### src/rtl/updown_ctrl_pkg.sv
// Shared types and constants for the pushbutton-driven up/down counter command generator.
package updown_ctrl_pkg;

    typedef enum logic {
        StManual = 1'b0,
        StRun    = 1'b1
    } state_e;

    // 10 ms debounce and 0.5 s run-mode step at 100 MHz
    localparam int unsigned DefDebCycles = 1000000;
    localparam int unsigned DefRateDiv   = 50000000;

    localparam logic DirUp   = 1'b1;
    localparam logic DirDown = 1'b0;

endpackage

### src/rtl/btn_debounce.sv
// Synchronizes and debounces one raw pushbutton; emits a one-cycle pulse on each accepted press.
module btn_debounce
    import updown_ctrl_pkg::*;
#(
    parameter int unsigned DEB_CYCLES = DefDebCycles
) (
    input  logic clk,
    input  logic rst,
    input  logic btn_raw,
    output logic level,
    output logic press
);

    localparam int unsigned CntW = $clog2(DEB_CYCLES + 1);
    localparam logic [CntW-1:0] CntMax = CntW'(DEB_CYCLES);

    logic            sync1_q, sync2_q;
    logic [CntW-1:0] cnt_q, cnt_d;
    logic            level_q, level_d;
    logic            press_q, press_d;

    always_ff @(posedge clk or posedge rst) begin
        if (rst) begin
            sync1_q <= 1'b0;
            sync2_q <= 1'b0;
            cnt_q   <= '0;
            level_q <= 1'b0;
            press_q <= 1'b0;
        end else begin
            sync1_q <= btn_raw;
            sync2_q <= sync1_q;
            cnt_q   <= cnt_d;
            level_q <= level_d;
            press_q <= press_d;
        end
    end

    // Any sample that agrees with the accepted level restarts the stability count.
    always_comb begin
        cnt_d   = '0;
        level_d = level_q;
        if (sync2_q != level_q) begin
            if (cnt_q == CntMax) begin
                level_d = sync2_q;
            end else begin
                cnt_d = cnt_q + 1'b1;
            end
        end
        press_d = level_d & ~level_q;
    end

    assign level = level_q;
    assign press = press_q;

endmodule

### src/rtl/updown_ctrl.sv
// Turns up/down/run pushbuttons into registered En/Ud commands for a one-digit up/down counter.
module updown_ctrl
    import updown_ctrl_pkg::*;
#(
    parameter int unsigned DEB_CYCLES = DefDebCycles,
    parameter int unsigned RATE_DIV   = DefRateDiv
) (
    input  logic clk,
    input  logic rst,
    input  logic btn_up,
    input  logic btn_dn,
    input  logic btn_run,
    output logic En,
    output logic Ud,
    output logic run
);

    localparam int unsigned PreW = $clog2(RATE_DIV);
    localparam logic [PreW-1:0] PreMax = PreW'(RATE_DIV - 1);

    if (DEB_CYCLES < 1) begin : g_bad_deb
        $error("DEB_CYCLES must be at least 1");
    end
    if (RATE_DIV < 2) begin : g_bad_rate
        $error("RATE_DIV must be at least 2");
    end

    logic       up_press, dn_press, run_press;
    logic [2:0] unused_level;

    btn_debounce #(.DEB_CYCLES(DEB_CYCLES)) u_deb_up (
        .clk     (clk),
        .rst     (rst),
        .btn_raw (btn_up),
        .level   (unused_level[0]),
        .press   (up_press)
    );

    btn_debounce #(.DEB_CYCLES(DEB_CYCLES)) u_deb_dn (
        .clk     (clk),
        .rst     (rst),
        .btn_raw (btn_dn),
        .level   (unused_level[1]),
        .press   (dn_press)
    );

    btn_debounce #(.DEB_CYCLES(DEB_CYCLES)) u_deb_run (
        .clk     (clk),
        .rst     (rst),
        .btn_raw (btn_run),
        .level   (unused_level[2]),
        .press   (run_press)
    );

    state_e          state_q, state_d;
    logic [PreW-1:0] presc_q, presc_d;
    logic            en_q, en_d;
    logic            ud_q, ud_d;
    logic            one_dir;

    always_ff @(posedge clk or posedge rst) begin
        if (rst) begin
            state_q <= StManual;
            presc_q <= '0;
            en_q    <= 1'b0;
            ud_q    <= DirUp;
        end else begin
            state_q <= state_d;
            presc_q <= presc_d;
            en_q    <= en_d;
            ud_q    <= ud_d;
        end
    end

    // Simultaneous up+down presses cancel out.
    assign one_dir = up_press ^ dn_press;

    always_comb begin
        state_d = state_q;
        presc_d = presc_q;
        en_d    = 1'b0;
        ud_d    = ud_q;
        unique case (state_q)
            StManual: begin
                if (run_press) begin
                    state_d = StRun;
                    presc_d = '0;
                end else if (one_dir && !en_q) begin
                    // Back-to-back presses on adjacent cycles are dropped to keep En a pulse.
                    ud_d = up_press ? DirUp : DirDown;
                    en_d = 1'b1;
                end
            end
            StRun: begin
                if (run_press) begin
                    state_d = StManual;
                    presc_d = '0;
                end else begin
                    if (presc_q == PreMax) begin
                        presc_d = '0;
                        en_d    = 1'b1;
                    end else begin
                        presc_d = presc_q + 1'b1;
                    end
                    if (one_dir) begin
                        ud_d = up_press ? DirUp : DirDown;
                    end
                end
            end
            default: begin
                state_d = StManual;
                presc_d = '0;
            end
        endcase
    end

    assign En  = en_q;
    assign Ud  = ud_q;
    assign run = (state_q == StRun);

endmodule
### config.mk
export PLATFORM = sky130hd
export DESIGN_NAME = updown_ctrl
export DESIGN_NICKNAME = d
export VERILOG_FILES = /design/src/rtl/updown_ctrl_pkg.sv /design/src/rtl/btn_debounce.sv /design/src/rtl/updown_ctrl.sv
export SDC_FILE = /design/constraint.sdc
export NUM_CORES = 1
export LEC_CHECK = 0
export CAP_MARGIN = 10
export CORE_AREA = 5 5 128 130
export DETAILED_ROUTE_END_ITERATION = 12
export DIE_AREA = 0 0 133 135
export PLACE_DENSITY = 0.58
export SLEW_MARGIN = 0
export SYNTH_ARGS = -nofsm -noshare
export SYNTH_HDL_FRONTEND = slang
export SYNTH_SLANG_ARGS = --single-unit
export TNS_END_PERCENT = 50
### constraint.sdc
create_clock -name clk -period 3.1 [get_ports clk]
set_clock_uncertainty 0.15 [all_clocks]
set_input_delay 0.31 -clock clk [delete_from_list [all_inputs] [get_ports clk]]
set_output_delay 0.31 -clock clk [all_outputs]
set_load 0.005 [all_outputs]
==> results.json <==
{
  "path_cells": "inv_1 > ha_1 > and4b_1 > nand4_1 > or4_1 > a22oi_1",
  "period_needed_ns": 2.499,
  "slew_viol_final": 0,
  "core_region_area_sq_um": 15030,
  "power.density_nw_per_um2": 445.2,
  "drtAntennaViolNets": 0,
  "drc_errors": 0,
  "swShare": 0.2164,
  "die_x_um": 133,
  "antenna_found_initial": 0,
  "overflow": 0,
  "required_ns": 3.21,
  "hpwl_um": 6510,
  "mostFrequentLayoutCells": "dfrtp_1, nor2_1, nand2_1, xnor2_1, nand3_1",
  "ir_drop_uv": 261.8,
  "hold_start": "u_deb_dn.sync1_q",
  "synth_top_area_cell": "dfrtp_1",
  "regToRegEndpoint": "presc_q[22]",
  "routed_wl_um": 9816,
  "cpMaxStageDelayCell": "or4_1",
  "vias": 3820,
  "die_area_sq_um": 17960,
  "ios": 8,
  "power.share.clock": 0.443,
  "synth_top_family_by_area": "simple AND/OR/NAND/NOR gates",
  "synth-edff-count": 0,
  "clock-sinks": 101,
  "cts_inserted_buffers": 9,
  "cts_max_level": 3,
  "hold_depth": 0,
  "whs_ns": 0.2004,
  "p_leak_nw": 2.354,
  "via_per_inst": 5.291,
  "final_nets": 544,
  "synth_cell_types": 48,
  "min_path_type": "register to register",
  "synth_warnings": 0,
  "worst_skew_pair.late_latency_ns": 0.35,
  "dp_cells": 706,
  "synth_area_leaders": "dfrtp_1, xnor2_1, nor2_1, nand4_1, xor2_1",
  "layout-drive-gt1-share": 0.07116,
  "postSynthAreaPerCell_sq_um": 9.821,
  "drv_cap": 0,
  "max_stage_delay_ns": 0.59,
  "instances_no_fill": 722,
  "worstHoldEndpoint": "u_deb_dn.sync2_q",
  "r2r_start": "run",
  "synth_ff_type": "dfrtp_1",
  "internal_power_mw": 1.999,
  "worstSetupStartpointType": "register",
  "worstSetupPathType": "register to register",
  "yosys.area_share.simple": 0.2638,
  "post-route-util": 0.3812,
  "setup_viol": 0,
  "clockRootBuffer": "clkbuf_16",
  "yosys.area_share.adder": 0.02436,
  "worst_pin_slew_ns": 0.6814,
  "fin_ws_ns": 0.6008,
  "path_clk_slew_ns": 0.07,
  "die_h_um": 135,
  "fin_crit_sh": 0.8062,
  "rsz0062_at_grt": "false",
  "grt_pass1_wl_um": 17500,
  "synth-xor-area-share": 0.08015,
  "multi_input_area_sq_um": 2449,
  "reg2reg_depth": 6,
  "port_buffers": 7,
  "totalPowerFinal_mw": 2.551,
  "post_dp_cell_area_sq_um": 5438,
  "crit_buf_inv": 1,
  "final_area_sq_um": 5731,
  "synth_seq_cells": 101,
  "worst_ep_arrival_time_ns": 2.60,
  "cts-resized-gates": 0,
  "synth_seq_area_share": 0.4923,
  "gr-usage-all-layers": 0.1168,
  "synth_top_area_share": 0.4872,
  "pre_cts_ws_ns": 0.6021,
  "path_max_fanout": 13,
  "diodes": 0,
  "drt_iter0_markers": 156,
  "r2r_slack_ns": 0.60,
  "outcome": "finished, final reports clean",
  "switchingPower_uw": 552.0,
  "wl_per_cell_um": 13.60,
  "initial_core_util": 0.3417,
  "rows": 45,
  "max_freq_mhz": 400.1,
  "grt_max_degree": 52,
  "cts_tree": "yes",
  "synth.area.mux_share": 0.008526,
  "slew-limit-headroom": 0.5457,
  "netlist_area_sq_um": 5136,
  "grt_pass1_vias": 3696,
  "drtPass1Iterations": 4,
  "cpLargestDelayFamily": "simple AND/OR/NAND/NOR gates",
  "async_flop_share": 1.000,
  "cts_setup_buffers": 0,
  "seqPwrFrac": 0.527,
  "cts_hold_buf": 0,
  "synth_compound_area_frac": 0.09842,
  "endpoint_kind": "register",
  "final_common_cell": "dfrtp_1",
  "final-seq-area_sq_um": 2529,
  "combPwrFrac": 0.030,
  "place_congestion": 0.7961,
  "synthCells": 523,
  "finalHoldViolCount": 0,
  "syn-num-nets": 538,
  "layout-area-overhead-vs-synth_pct": 11.57,
  "num-fill-cells": 1481,
  "setup_tns_ns": 0,
  "clock_path_buffers": 2
}
flip-flops by register name (all words and copies together), names as in the netlist, 20 cells and up:
signal           cells
presc_q             26
u_deb_dn.cnt_q      20
u_deb_run.cnt_q     20
u_deb_up.cnt_q      20
synth_stat cells (all sizes together), types with 13 or more instances:
cell type / instances
xnor2: 30
nand3: 30
nand4: 25
nand2: 33
nor2: 55
o21ai: 22
or3: 21
or4: 13
a22oi: 13
a21oi: 21
dfrtp: 100
xor2: 17
inv: 22
cell type report:
class                   count  share of cell area
inverters                  23             0.01572
clock inverters             5            0.008734
multi-input cells         380              0.4273
clock buffers              11             0.04236
repair buffers             14             0.02358
well taps                 188             0.04105
flip-flops and latches    101              0.4413
per-layer routing:
layer | GRT usage | share of wire | routed length [um] | up-vias
met3 | 0.02459 | 0.027 | 265 | 12
li1 | - | - | - | 1898
met1 | 0.1538 | 0.49 | 4802 | 1873
met2 | 0.1828 | 0.47 | 4600 | 37
met5 | 0 | 0 | 0 | -
met4 | 0.05774 | 0.015 | 148 | 0
power groups by stage:
stage	combinational, mW	clock (mW)	sequential (mW)
finish	0.0777	1.13	1.34
global route	0.0921	1.23	1.35
CTS	0.0825	1.18	1.34
detailed placement	0.0818	0	1.37
global placement	0.0788	0	1.37
floorplan	0.0543	0	1.37
cells by family (layout without fill, tap and decap cells):
kind of cell             count (synthesis)  count (layout)
AO/OA/AOI/OAI                           80              80
flip-flops                             101             101
buffers and inverters                   42              53
XOR/XNOR                                47              47
AND/OR/NAND/NOR                        239             239
multiplexers                             4               4
adder cells (fa/ha/maj)                 10              10
worst max path at each step:
stage          start          end  depth (start not counted)
6_report         run  presc_q[22]                          6
5_1_grt          run  presc_q[21]                          6
4_1_cts          run  presc_q[25]                          6
3_5_place_dp     run  presc_q[23]                          6
3_3_place_gp     run  presc_q[22]                          6
2_1_floorplan    run  presc_q[15]                          7
(Power assumes the default switching activity.)
